===== src/rtl/serial_tx_10bit.sv =====
// serial_tx_10bit: valid/ready word in, start/data/stop serial frame out, each bit held CLKS_PER_BIT clocks.
module serial_tx_10bit #(
    parameter int DATA_W       = 10,
    parameter int CLKS_PER_BIT = 4,
    parameter bit MSB_FIRST    = 1'b0
) (
    input  logic              clk,
    input  logic              reset,
    input  logic [DATA_W-1:0] din,
    input  logic              din_valid,
    output logic              din_ready,
    output logic              tx_out,
    output logic              busy,
    output logic              done
);
    localparam int CW = $clog2(CLKS_PER_BIT + 1);
    localparam int BW = $clog2(DATA_W + 1);

    typedef enum logic [1:0] {IDLE, START, DATA, STOP} state_t;

    state_t            state_q;
    logic [DATA_W-1:0] sh_q;
    logic [DATA_W-1:0] sh_d;
    logic [CW-1:0]     cnt_q;
    logic [BW-1:0]     bit_q;
    logic              tx_q;
    logic              busy_q;
    logic              done_q;
    logic              last_clk;
    logic              first_bit;
    logic              next_bit;

    // The outgoing bit always sits at the shift register's exit end.
    always_comb begin
        last_clk  = cnt_q == CW'(CLKS_PER_BIT - 1);
        sh_d      = MSB_FIRST ? sh_q << 1 : sh_q >> 1;
        first_bit = MSB_FIRST ? sh_q[DATA_W-1] : sh_q[0];
        next_bit  = MSB_FIRST ? sh_d[DATA_W-1] : sh_d[0];
    end

    always_ff @(posedge clk) begin
        if (reset) begin
            state_q <= IDLE;
            sh_q    <= '0;
            cnt_q   <= '0;
            bit_q   <= '0;
            tx_q    <= 1'b1;
            busy_q  <= 1'b0;
            done_q  <= 1'b0;
        end else begin
            done_q <= 1'b0;
            case (state_q)
                IDLE: begin
                    if (din_valid) begin
                        sh_q    <= din;
                        state_q <= START;
                        tx_q    <= 1'b0;
                        busy_q  <= 1'b1;
                        cnt_q   <= '0;
                    end
                end
                START: begin
                    cnt_q <= last_clk ? '0 : cnt_q + 1'b1;
                    if (last_clk) begin
                        state_q <= DATA;
                        bit_q   <= '0;
                        tx_q    <= first_bit;
                    end
                end
                DATA: begin
                    cnt_q <= last_clk ? '0 : cnt_q + 1'b1;
                    if (last_clk) begin
                        if (bit_q == BW'(DATA_W - 1)) begin
                            state_q <= STOP;
                            tx_q    <= 1'b1;
                        end else begin
                            bit_q <= bit_q + 1'b1;
                            sh_q  <= sh_d;
                            tx_q  <= next_bit;
                        end
                    end
                end
                STOP: begin
                    cnt_q <= last_clk ? '0 : cnt_q + 1'b1;
                    if (last_clk) begin
                        state_q <= IDLE;
                        busy_q  <= 1'b0;
                        done_q  <= 1'b1;
                    end
                end
                default: state_q <= IDLE;
            endcase
        end
    end

    assign din_ready = state_q == IDLE;
    assign tx_out    = tx_q;
    assign busy      = busy_q;
    assign done      = done_q;
endmodule


===== config.mk =====
export PLATFORM = sky130hd
export DESIGN_NAME = serial_tx_10bit
export DESIGN_NICKNAME = d
export VERILOG_FILES = /design/src/rtl/serial_tx_10bit.sv
export SDC_FILE = /design/constraint.sdc
export NUM_CORES = 1
export LEC_CHECK = 0
export ABC_AREA = 1
export CAP_MARGIN = 40
export CORE_MARGIN = 2
export CORE_UTILIZATION = 35
export DETAILED_ROUTE_END_ITERATION = 16
export PLACE_DENSITY_LB_ADDON = 0.3
export SYNTH_ARGS = -nofsm -noshare
export SYNTH_HDL_FRONTEND = slang
export SYNTH_SLANG_ARGS = --single-unit

===== constraint.sdc =====
create_clock -name clk -period 1.3 [get_ports clk]
set_input_delay 0.13 -clock clk [delete_from_list [all_inputs] [get_ports clk]]
set_output_delay 0.13 -clock clk [all_outputs]
set_load 0.005 [all_outputs]

==> impl_metrics.env <==
export IMPL_h_tree_depth=1
export IMPL_setup_violations=11
export IMPL_grt_ovfl_total=0
export IMPL_preCtsSetupSlack_ns=-0.1401
export IMPL_num_vias=1247
export IMPL_yosys_warnings=0
export IMPL_ys_ff_latch=22
export IMPL_synth_area_leaders="dfxtp_1, nand2_1, ha_1"
export IMPL_cts_tree="yes"
export IMPL_dieArea_um2=4168
export IMPL_worstSkewPairLatency_ns=0.26
export IMPL_cp_start_kind="flip-flop"
export IMPL_place_inst=253
export IMPL_rsz0062_at_grt="true"
export IMPL_clkTransAtPathRegs_ns=0.08
export IMPL_first_pass_iters=4
export IMPL_routed_via_density=4.796
export IMPL_synth_top_cell_area_share=0.3431
export IMPL_layout_cells_non_filler=260
export IMPL_power_density_nw_per_um2=1874
export IMPL_worstHoldPathType="flip-flop to flip-flop"
export IMPL_cts_buffer_depth=2
export IMPL_grt_usage=0.1535
export IMPL_worstPathRequired_ns=1.46
export IMPL_port_buffers=16
export IMPL_cts_buffers=3
export IMPL_fin_util=0.5160
export IMPL_failed_checks="setup timing"
export IMPL_synth_async_sr_flop_share=0
export IMPL_core_um2=3606
export IMPL_grt_antenna_before_repair=0
export IMPL_synth_nets=201
export IMPL_final_layout_size_suffix_gt1_frac=0.2972
export IMPL_synth_common_cells="nand2_1, nor2_1, dfxtp_1"
export IMPL_period_needed_ns=1.347
export IMPL_chipWidth_um=64.56
export IMPL_worst_pin_slew_ns=0.3992
export IMPL_finalCritPeriodShare=1.036
export IMPL_post_dp_hpwl_um=1998
export IMPL_wl_met2_um=1391
export IMPL_met1Wirelength_um=1328
export IMPL_route_met3_wl_um=94
export IMPL_crit_type="flip-flop to flip-flop"
export IMPL_drv_slew=0
export IMPL_die_h_um=64.56
export IMPL_dr_first_iter_drc_count=81
export IMPL_drcViolationCount=0
export IMPL_grt_pass1_vias=1180
export IMPL_crit_fanout=20
export IMPL_fin_nets=236
export IMPL_gp_congestion=0.9019
export IMPL_drtAntennaViolNets=0
export IMPL_start_util=0.3560
export IMPL_grt_pass1_wl_um=5064
export IMPL_core_rowCount=22
export IMPL_p_leak_nw=0.7747
export IMPL_synth_seq_area_share=0.3431
export IMPL_cts_root_buffer="clkbuf_8"
export IMPL_cts_sinks=22
export IMPL_synth_distinct_cells=27
export IMPL_slew_headroom=0.7336
export IMPL_maxCapViolations=0
export IMPL_fin_skew_ns=0.003260
export IMPL_fill_cells=348
export IMPL_hold_viol=0
export IMPL_wl_per_cell_um=11.05
export IMPL_ioPinCount=17
export IMPL_fmax_ghz=0.7422
export IMPL_grt_max_degree=21
export IMPL_peakVddDrop_mv=1.115
export IMPL_routed_top_layer="met4"
export IMPL_cp_arrival_ns=1.51
export IMPL_num_antenna_cells=0
export IMPL_layout_setup_ws_ns=-0.04742
export IMPL_yosysMostFrequentCell="nand2_1"
export IMPL_synth_edf_count=0
export IMPL_synth_ff_type="dfxtp_1"
export IMPL_crit_path_end_kind="flip-flop"
export IMPL_synthCells=179
export IMPL_area_growth_pct=44.93
export IMPL_synth_area_um2=1284
export IMPL_synth_area_per_cell_um2=7.172
export IMPL_ctsHoldBuffers=0
export IMPL_status="finished, violations left"
export IMPL_drt_total_wl_um=2873
export IMPL_synth_top_area_cell="dfxtp_1"
[area by class of cell]
| cell class | count | area (um^2) | share of cell area |
|---|---|---|---|
| clock buffers | 3 | 41.29 | 0.02219 |
| inverters | 14 | 57.56 | 0.03093 |
| multi-input cells | 135 | 879.6 | 0.4728 |
| flip-flops and latches | 22 | 445.4 | 0.2394 |
| well taps | 48 | 60.06 | 0.03228 |
| repair buffers | 38 | 376.6 | 0.2024 |
[power by group]
| part | internal [mW] | switching, mW | leakage, nW |
|---|---|---|---|
| registers | 0.860 | 0.101 | 0.182 |
| clock network | 0.207 | 0.214 | 0.0216 |
| logic | 1.04 | 1.07 | 0.571 |
| total | 2.10 | 1.38 | 0.775 |
[cells by family (layout without fill, tap and decap cells)]
family | count (synthesis) | count (layout) | synth area share
simple gates | 91 | 91 | 0.3168
xor+xnor | 1 | 1 | 0.006824
buf+inv | 22 | 55 | 0.08577
flops | 22 | 22 | 0.3431
compound gates | 34 | 34 | 0.1598
fa+ha+maj | 9 | 9 | 0.08772
[repair_timing]
item                       CTS  global route
resized for setup           35            17
pin swaps                    1             5
cloned                       0             1
setup endpoints to repair   17            19
setup buffers                3             0
[path summary, 6_finish.rpt]
| kind | from | to | slack [ns] | depth (start not counted) |
|---|---|---|---|---|
| worst max-delay path | state_q[1] | sh_q[3] | -0.05 | 9 |
| worst min-delay path | cnt_q[2] | cnt_q[2] | 0.45 | 2 |
| worst min register to register | cnt_q[2] | cnt_q[2] | 0.45 | 2 |
| worst max register to register | state_q[1] | sh_q[3] | -0.05 | 9 |
[layout by cell type, fill, tap and decap left out, drive strengths merged]
master	instances
inv	14
o21ai	4
o21a	1
a21boi	9
nor3	4
a31oi	2
a21oi	18
clkdlybuf4s50	15
nand2	45
ha	9
clkbuf	4
nand4	1
buf	22
dfxtp	22
xnor2	1
nand3	16
nor2	25
[registers in the layout, indices dropped and copies added, names as in the netlist]
signal,cells
cnt_q,3
bit_q,4
done,1
sh_q,10
tx_out,1
state_q,2
busy,1
[worst max-delay path: stages (launching register included)]
cell and delay [ns]:
dfxtp_4 0.36, inv_4 0.08, ha_4 0.15, inv_4 0.04
buf_4 0.13, o21ai_4 0.15, buf_12 0.16, nand3_1 0.07
nand2_1 0.06, nor2_1 0.05
[per-layer routing]
| layer | track usage | vias up |
|---|---|---|
| met4 | 0.06117 | 0 |
| met5 | 0 | - |
| li1 | - | 652 |
| met3 | 0.03299 | 6 |
| met2 | 0.2630 | 23 |
| met1 | 0.1869 | 566 |
[metrics by stage]
step | hold slack (ns) | total power [mW] | TNS, ns | cell area, um^2
after floorplan | 0.2974 | 2.158 | 0 | 1304
after global placement | 0.4382 | 2.679 | -1.107 | 1634
after detailed placement | 0.4438 | 2.693 | -1.443 | 1634
after CTS | 0.4559 | 3.358 | -0.3271 | 1790
after global routing | 0.4954 | 3.795 | -1.971 | 1861
final | 0.4540 | 3.487 | -0.3856 | 1861
Power figures use the tool's default switching activity.
